$ cat config.mk
export PLATFORM = sky130hd
export DESIGN_NAME = router_sync
export DESIGN_NICKNAME = d
export VERILOG_FILES = /design/src/rtl/router_pkg.sv /design/src/rtl/router_sync_timer.sv /design/src/rtl/router_sync.sv
export SDC_FILE = /design/constraint.sdc
export NUM_CORES = 1
export LEC_CHECK = 0
export ABC_CLOCK_PERIOD_IN_PS = 3200
export BUFFER_PORTS_ARGS = -buffer_cell sky130_fd_sc_hd__buf_2
export CORE_MARGIN = 5
export CORE_UTILIZATION = 53
export DETAILED_ROUTE_END_ITERATION = 10
export HOLD_SLACK_MARGIN = 0.1
export MAX_ROUTING_LAYER = met4
export PLACE_DENSITY = 0.88
export SLEW_MARGIN = 20
export SYNTH_ARGS = -nofsm -noshare
export SYNTH_HDL_FRONTEND = slang
export SYNTH_HIERARCHICAL = 1
export SYNTH_SLANG_ARGS = --single-unit
$ cat constraint.sdc
create_clock -name clock -period 3.2 [get_ports clock]
set_clock_uncertainty 0.05 [all_clocks]
set_input_delay 0.96 -clock clock [delete_from_list [all_inputs] [get_ports clock]]
set_output_delay 0.96 -clock clock [all_outputs]
set_load 0.05 [all_outputs]
$ cat src/rtl/router_pkg.sv
// Shared constants and helpers for the 1x3 router synchroniser.
// Latency: n/a (declarations only).
// Backpressure: n/a.
package router_pkg;

    localparam logic [1:0] ADDR_INVALID = 2'b11;
    localparam int         NUM_PORTS    = 3;
    localparam int         TIMEOUT_DEF  = 30;
    localparam int         CNT_W_DEF    = 5;

    // One-hot FIFO select for a header address; the invalid address selects nothing.
    function automatic logic [NUM_PORTS-1:0] addr_onehot(input logic [1:0] addr);
        logic [NUM_PORTS-1:0] sel;
        sel = '0;
        case (addr)
            2'd0:    sel = 3'b001;
            2'd1:    sel = 3'b010;
            2'd2:    sel = 3'b100;
            default: sel = 3'b000;
        endcase
        return sel;
    endfunction

endpackage

$ cat src/rtl/router_sync_timer.sv
// Per-port unread-data watchdog: pulses soft_reset when valid data sits unread for TIMEOUT edges.
// Latency: soft_reset is registered, high for one cycle after the TIMEOUT-th consecutive idle edge.
// Backpressure: none; any read strobe restarts the window.
module router_sync_timer #(
    parameter int TIMEOUT = 30,
    parameter int CNT_W   = 5
) (
    input  logic clock,
    input  logic reset,
    input  logic vld,
    input  logic rd,
    output logic soft_reset
);

    localparam logic [CNT_W-1:0] CNT_LAST = CNT_W'(TIMEOUT - 1);

    logic [CNT_W-1:0] cnt_q;
    logic             idle;

    // Data is waiting and nobody is draining it this cycle.
    assign idle = vld & ~rd;

    // Count consecutive idle edges; flush and restart the window when it reaches TIMEOUT.
    always_ff @(posedge clock or posedge reset) begin
        if (reset) begin
            cnt_q      <= '0;
            soft_reset <= 1'b0;
        end else if (!idle) begin
            cnt_q      <= '0;
            soft_reset <= 1'b0;
        end else if (cnt_q == CNT_LAST) begin
            cnt_q      <= '0;
            soft_reset <= 1'b1;
        end else begin
            cnt_q      <= cnt_q + 1'b1;
            soft_reset <= 1'b0;
        end
    end

endmodule

$ cat src/rtl/router_sync.sv
// Router synchroniser: latches packet address, steers FSM write strobe, returns addressed full flag.
// Latency: address latched on detect_add edge; write_enb/fifo_full/vld_out are combinational.
// Backpressure: fifo_full of the addressed FIFO stalls the FSM; invalid address never stalls.
module router_sync
    import router_pkg::*;
#(
    parameter int TIMEOUT = TIMEOUT_DEF,
    parameter int CNT_W   = CNT_W_DEF
) (
    input  logic       clock,
    input  logic       reset,
    input  logic       detect_add,
    input  logic [1:0] data_in,
    input  logic       write_enb_reg,
    input  logic       read_enb_0,
    input  logic       read_enb_1,
    input  logic       read_enb_2,
    input  logic       empty_0,
    input  logic       empty_1,
    input  logic       empty_2,
    input  logic       full_0,
    input  logic       full_1,
    input  logic       full_2,
    output logic [2:0] write_enb,
    output logic       fifo_full,
    output logic       vld_out_0,
    output logic       vld_out_1,
    output logic       vld_out_2,
    output logic       soft_reset_0,
    output logic       soft_reset_1,
    output logic       soft_reset_2
);

    logic [1:0] addr_q;

    // Capture the destination from the header byte; reset parks it on the invalid address.
    always_ff @(posedge clock or posedge reset) begin
        if (reset) begin
            addr_q <= ADDR_INVALID;
        end else if (detect_add) begin
            addr_q <= data_in;
        end
    end

    // Steer the write strobe by the registered address, so a same-cycle header uses the old one.
    always_comb begin
        write_enb = 3'b000;
        if (write_enb_reg) begin
            write_enb = addr_onehot(addr_q);
        end
    end

    // Return the addressed FIFO's full flag; an invalid packet must never stall the FSM.
    always_comb begin
        fifo_full = 1'b0;
        case (addr_q)
            2'd0:    fifo_full = full_0;
            2'd1:    fifo_full = full_1;
            2'd2:    fifo_full = full_2;
            default: fifo_full = 1'b0;
        endcase
    end

    assign vld_out_0 = ~empty_0;
    assign vld_out_1 = ~empty_1;
    assign vld_out_2 = ~empty_2;

    router_sync_timer #(.TIMEOUT(TIMEOUT), .CNT_W(CNT_W)) u_timer_0 (
        .clock      (clock),
        .reset      (reset),
        .vld        (vld_out_0),
        .rd         (read_enb_0),
        .soft_reset (soft_reset_0)
    );

    router_sync_timer #(.TIMEOUT(TIMEOUT), .CNT_W(CNT_W)) u_timer_1 (
        .clock      (clock),
        .reset      (reset),
        .vld        (vld_out_1),
        .rd         (read_enb_1),
        .soft_reset (soft_reset_1)
    );

    router_sync_timer #(.TIMEOUT(TIMEOUT), .CNT_W(CNT_W)) u_timer_2 (
        .clock      (clock),
        .reset      (reset),
        .vld        (vld_out_2),
        .rd         (read_enb_2),
        .soft_reset (soft_reset_2)
    );

endmodule

==> flow_metrics.py, run 1 <==
metrics = {
    "floorplan": {
        "die_height_um": 51.6,
        "core_area_um2": 1690,
        "initial_core_util": 0.543,
        "rows": 15,
        "die_w_um": 51.6,
        "boundaryPins": 25,
        "die_area_um2": 2660,
    },
    "pwr": {
        "comb_power_share": 0.131,
        "power.share.switching": 0.264,
        "p_leak_nw": 0.572,
        "power_per_cell_area_nw_per_um2": 436,
        "power.switching_uw": 126,
        "p_seq_frac": 0.562,
        "vdd_ir_drop_max_v": 0.000316,
        "p_clk_frac": 0.307,
        "p_int_uw": 351,
    },
    "clock_tree": {
        "clk_pin_slew_ns": 0.11,
        "cts_max_path_buffers": 2,
        "post_cts_buffers": 0,
        "cts_tree": "yes",
        "cts_made_buffers": 3,
        "clock-root-buffer": "clkbuf_4",
        "cts_hold_buf": 0,
        "clock_sinks": 20,
        "cts.htree.levels": 1,
        "cts-resized-gates": 0,
        "clock_latency_ns": 0.30,
    },
    "critical_path": {
        "crit_type": "input port to output pin",
        "rr_worst_depth": 4,
        "critical_path.max_fanout": 3,
        "rrSetupSlack_ns": 1.98,
        "r2r-start": "u_timer_2/cnt_q[0]$_DFF_PP0_",
        "arrival_ns": 1.50,
        "critPathLaunchType": "input port",
        "r2r_end": "u_timer_2/cnt_q[2]$_DFF_PP0_",
        "critPathCaptureType": "output pin",
        "cp.required_ns": 2.19,
    },
    "synthesis": {
        "async_flop_share": 1.00,
        "synth.area.top_cells": "dfrtp_1 (49%), ha_1 (8.2%), nor2_1 (6.1%), dfstp_2 (5.7%), xor2_1 (5.7%)",
        "ys_types": 15,
        "synth-edff-count": 0,
        "synth_top_area_frac": 0.491,
        "ys.flop_type": "dfrtp_1",
        "syn_area_per_cell_um2": 11.0,
        "syn-instance-count": 83,
        "ys_warn_count": 6,
        "synthesis.area_um2": 917,
        "seq_area_frac_synth": 0.548,
        "synth_nets": 104,
        "synth_seq_cells": 20,
        "yosysTopAreaCell": "dfrtp_1",
    },
    "route": {
        "drt_iter0_markers": 7,
        "vias": 671,
        "wl_per_cell_um": 12.7,
        "wirelength_um": 1620,
        "drc": 0,
        "viasPerCell": 5.24,
        "ant_nets": 0,
        "drt_first_pass_iters": 4,
    },
    "timing": {
        "post-route-period-util": 0.786,
        "holdWs_ns": 0.453,
        "slew_viol_final": 0,
        "max-slew-margin-rel": 0.831,
        "max_freq_ghz": 0.398,
        "min_period_ns": 2.51,
        "finalSetupTns_ns": 0,
        "setup_ws_ns": 0.685,
        "worst-slew-pin-transition_ns": 0.253,
        "hold_violations": 0,
        "rsz0062_at_grt": "false",
        "setup_viol": 0,
    },
    "placed_design": {
        "pre_cts_ws_ns": 0.685,
        "gp_congestion": 0.814,
        "io_buffers": 24,
        "hpwlAfterDp_um": 1270,
    },
    "final_layout": {
        "area_growth_pct": 19.4,
        "fillers": 139,
        "diodes": 0,
        "drive_gt1_frac": 0.288,
        "nets": 133,
    },
    "grt": {
        "grt_pass1_wl_um": 2770,
        "antenna_found_initial": 0,
        "grt_max_degree": 12,
        "track_usage": 0.147,
        "grt_pass1_vias": 675,
        "grt.overflow.total": 0,
    },
    "flow_run": {
        "drv_cap": 0,
    },
    "run_status": {
        "outcome": "completed",
    },
    "worst_hold_path": {
        "min_to": "u_timer_0/cnt_q[0]$_DFF_PP0_",
        "worstHoldStart": "u_timer_0/cnt_q[0]$_DFF_PP0_",
        "hold_depth": 1,
        "hp-class": "flip-flop to flip-flop",
    },
}
worst max-delay path, cell delays in order:
cell and delay, ns:
buf_2 0.09, nor3b_1 0.16, buf_2 0.29
placed cells by master, fill, tap and decap left out, drive strengths merged:
cell type	n
nand4	3
clkbuf	4
mux2	2
dfstp	2
nor2	15
nand3	6
nor3b	4
nand3b	4
xnor2	3
dfrtp	18
o21ai	1
buf	24
and3b	2
xor2	6
inv	10
ha	6
mux2i	1
flip-flops by register name (all words and copies together) (netlist names):
name and cells:
addr_q 2, u_timer_0/cnt_q 5, u_timer_0/soft_reset 1, u_timer_1/cnt_q 5, u_timer_1/soft_reset 1, u_timer_2/cnt_q 5, u_timer_2/soft_reset 1
kinds of logic (layout without fill, tap and decap cells):
family          count (synthesis)  after routing  synth area share
simple gates                   34             34             0.202
flops                          20             20             0.548
buf+inv                        10             38            0.0409
xor+xnor                        9              9            0.0860
fa+ha+maj                       6              6            0.0819
mux                             3              3            0.0355
compound gates                  1              1           0.00545
power groups by stage:
stage | Clock [mW] | Sequential, mW | Combinational [mW]
5_1_grt | 0.158 | 0.269 | 0.0684
6_report | 0.146 | 0.268 | 0.0624
2_1_floorplan | 0 | 0.271 | 0.0438
3_5_place_dp | 0 | 0.273 | 0.0630
4_1_cts | 0.148 | 0.268 | 0.0635
3_3_place_gp | 0 | 0.272 | 0.0612
synth_stat cells, drive strengths merged (2+ instances only):
cell type and n:
xnor2 3, inv 10, nor2 15, nand3b 4
dfrtp 18, nand4 3, dfstp 2, mux2 2
xor2 6, nor3b 4, and3b 2, nand3 6
ha 6
per-layer routing:
| layer | share of wire | global-route usage | vias up |
|---|---|---|---|
| li1 | - | - | 324 |
| met1 | 0.42 | 0.158 | 312 |
| met2 | 0.47 | 0.248 | 30 |
| met3 | 0.084 | 0.0372 | 5 |
| met4 | 0.023 | 0.0786 | 0 |
| met5 | 0 | - | - |
stage by stage:
step	power, mW	instance area (um2)	cells	utilization
floorplan	0.315	917	83	-
global placement	0.333	1060	124	0.627
detailed placement	0.336	1060	124	0.627
CTS	0.480	1090	128	0.648
global route	0.496	1090	128	0.648
finish	0.477	1090	128	0.648
how the worst max path moves through the flow:
| stage | from | endpoint | slack (ns) | cells past startpoint |
|---|---|---|---|---|
| global route | write_enb_reg | write_enb[0] | 0.64 | 3 |
| CTS | write_enb_reg | write_enb[0] | 0.68 | 3 |
| finish | write_enb_reg | write_enb[0] | 0.69 | 3 |
| detailed placement | write_enb_reg | write_enb[0] | 0.68 | 3 |
| floorplan | write_enb_reg | write_enb[0] | 0.08 | 1 |
| global placement | write_enb_reg | write_enb[0] | 0.70 | 3 |
final cells by class:
type                       count  area, um2  area share
inverter                      10       37.5      0.0343
sequential                    20        503       0.459
multi-input combinational     53        377       0.344
timing repair buffer          24        120       0.110
tap                           17       21.3      0.0194
clock buffer                   4       36.3      0.0331
No activity file was read; power rests on OpenSTA's default activity.
==> run 2: changes to the inputs <==
- ABC_CLOCK_PERIOD_IN_PS: 3200 -> 2400
- CORE_UTILIZATION: 53 -> 50
- PLACE_DENSITY: 0.88 -> 0.84
- clock period: 3.2 -> 2.4 ns (I/O delays scaled with it)
==> flow_metrics.py, run 2 (synthesis gave the netlist of run 1 again) <==
metrics = {
    "grt": {
        "grt.overflow.total": 0,
        "track_usage": 0.144,
        "grt_pass1_vias": 694,
        "grt_max_degree": 12,
        "grt-busiest-layer": "met2",
        "grt_pass1_wl_um": 2800,
        "grtUsageMet1": 0.171,
        "gr-usage-met3": 0.0256,
        "antenna_found_initial": 0,
        "met2_usage": 0.233,
    },
    "clock_tree": {
        "cts_max_path_buffers": 2,
        "cts-resized-gates": 0,
        "cts.htree.levels": 1,
        "clk_pin_slew_ns": 0.11,
        "clock_sinks": 20,
        "cts_tree": "yes",
        "post_cts_buffers": 0,
        "cts_made_buffers": 3,
        "clock_latency_ns": 0.29,
        "clock-root-buffer": "clkbuf_4",
        "cts_hold_buf": 0,
    },
    "final_layout": {
        "nets": 133,
        "multi_input_area_um2": 382,
        "fillers": 156,
        "seq_area_um2": 503,
        "layout_commonest_cell": "buf_2",
        "diodes": 0,
        "reg_top3": "u_timer_0/cnt_q: 5 flops, u_timer_1/cnt_q: 5 flops, u_timer_2/cnt_q: 5 flops",
        "final_cell_mix": "buf_2 (24), dfrtp_1 (18), nor2_1 (15), inv_1 (10)",
        "drive_gt1_frac": 0.297,
        "area_growth_pct": 21.0,
    },
    "floorplan": {
        "boundaryPins": 25,
        "die_w_um": 52.8,
        "core_area_um2": 1730,
        "die_height_um": 52.8,
        "die_area_um2": 2790,
        "rows": 15,
        "initial_core_util": 0.531,
    },
    "timing": {
        "rsz0062_at_grt": "false",
        "max_freq_ghz": 0.471,
        "worst-slew-pin-transition_ns": 0.254,
        "setup_viol": 0,
        "min_period_ns": 2.12,
        "hold_violations": 0,
        "max-slew-margin-rel": 0.832,
        "slew_viol_final": 0,
        "post-route-period-util": 0.885,
        "finalSetupTns_ns": 0,
    },
    "critical_path": {
        "cpPeakStageDelay_ns": 0.60,
        "slowest_stage": "dfstp_2",
        "crit_buf_inv": 1,
        "cp.required_ns": 1.63,
        "crit_cells": 3,
        "critPathLaunchType": "flip-flop",
        "crit_type": "flip-flop to output pin",
        "arrival_ns": 1.35,
        "crit_chain": "mux2i_1, o21ai_1, buf_2",
        "cpLargestDelayFamily": "flip-flops",
        "rr_worst_depth": 4,
        "critPathCaptureType": "output pin",
        "critical_path.max_fanout": 6,
        "rrSetupSlack_ns": 1.18,
    },
    "route": {
        "viasPerCell": 4.86,
        "wl_per_cell_um": 11.9,
        "drt_first_pass_iters": 4,
        "ant_nets": 0,
        "vias": 661,
        "drt_iter0_markers": 11,
        "wirelength_um": 1620,
        "drc": 0,
    },
    "pwr": {
        "power_per_cell_area_nw_per_um2": 565,
        "vdd_ir_drop_max_v": 0.000336,
        "totalPowerFinal_uw": 627,
        "p_leak_nw": 0.574,
    },
    "flow_run": {
        "drv_cap": 0,
    },
    "placed_design": {
        "io_buffers": 24,
        "hpwlAfterDp_um": 1340,
        "gp_congestion": 0.817,
    },
    "worst_hold_path": {
        "hp-class": "input port to asynchronous set/reset pin",
    },
    "run_status": {
        "outcome": "completed",
    },
}
## run 2: layer usage
metal,vias to the layer above,part of all wire
li1,325,-
met2,17,0.51
met3,2,0.062
met4,0,0.0080
met1,317,0.42
met5,-,0
## run 2: power by group
group / internal [mW] / leakage [nW] / switching, mW
combinational: 0.0283 / 0.284 / 0.0551
clock: 0.0924 / 0.0210 / 0.0941
sequential: 0.348 / 0.269 / 0.0101
total: 0.468 / 0.574 / 0.159
## run 2: metrics by stage
stage / area [um2] / hold slack, ns / utilization / std cells / setup WS [ns]
after global routing: 1110 / 0.293 / 0.643 / 136 / 0.189
after detailed placement: 1070 / 0.441 / 0.622 / 132 / 0.401
final: 1110 / 0.297 / 0.643 / 136 / 0.276
after floorplan: 922 / 0.411 / - / 83 / 0.149
after CTS: 1110 / 0.293 / 0.643 / 136 / 0.242
after global placement: 1070 / 0.426 / 0.622 / 132 / 0.411
## run 2: worst paths after layout
check	startpoint	endpoint
worst min-delay path	reset	u_timer_0/cnt_q[1]$_DFF_PP0_
worst max register to register	u_timer_0/cnt_q[0]$_DFF_PP0_	u_timer_0/cnt_q[2]$_DFF_PP0_
worst min register to register	u_timer_1/cnt_q[0]$_DFF_PP0_	u_timer_1/cnt_q[0]$_DFF_PP0_
worst max-delay path	addr_q[0]$_DFFE_PP1P_	fifo_full
min in group clock	u_timer_1/cnt_q[0]$_DFF_PP0_	u_timer_1/cnt_q[0]$_DFF_PP0_
max in group asynchronous	reset	u_timer_2/soft_reset$_DFF_PP0_
## run 2: worst register-to-register path: cells and delay by family (launching register included)
kind                       cells  cell delay (ns)
adders and majority gates      1             0.21
and+or+nand+nor                3             0.47
DFF                            1             0.43
## run 2: final cells by class
class                      count  area share
clock buffer                   4      0.0327
tap                           25      0.0282
multi-input combinational     53       0.344
inverter                      10      0.0338
timing repair buffer          24       0.108
sequential                    20       0.453
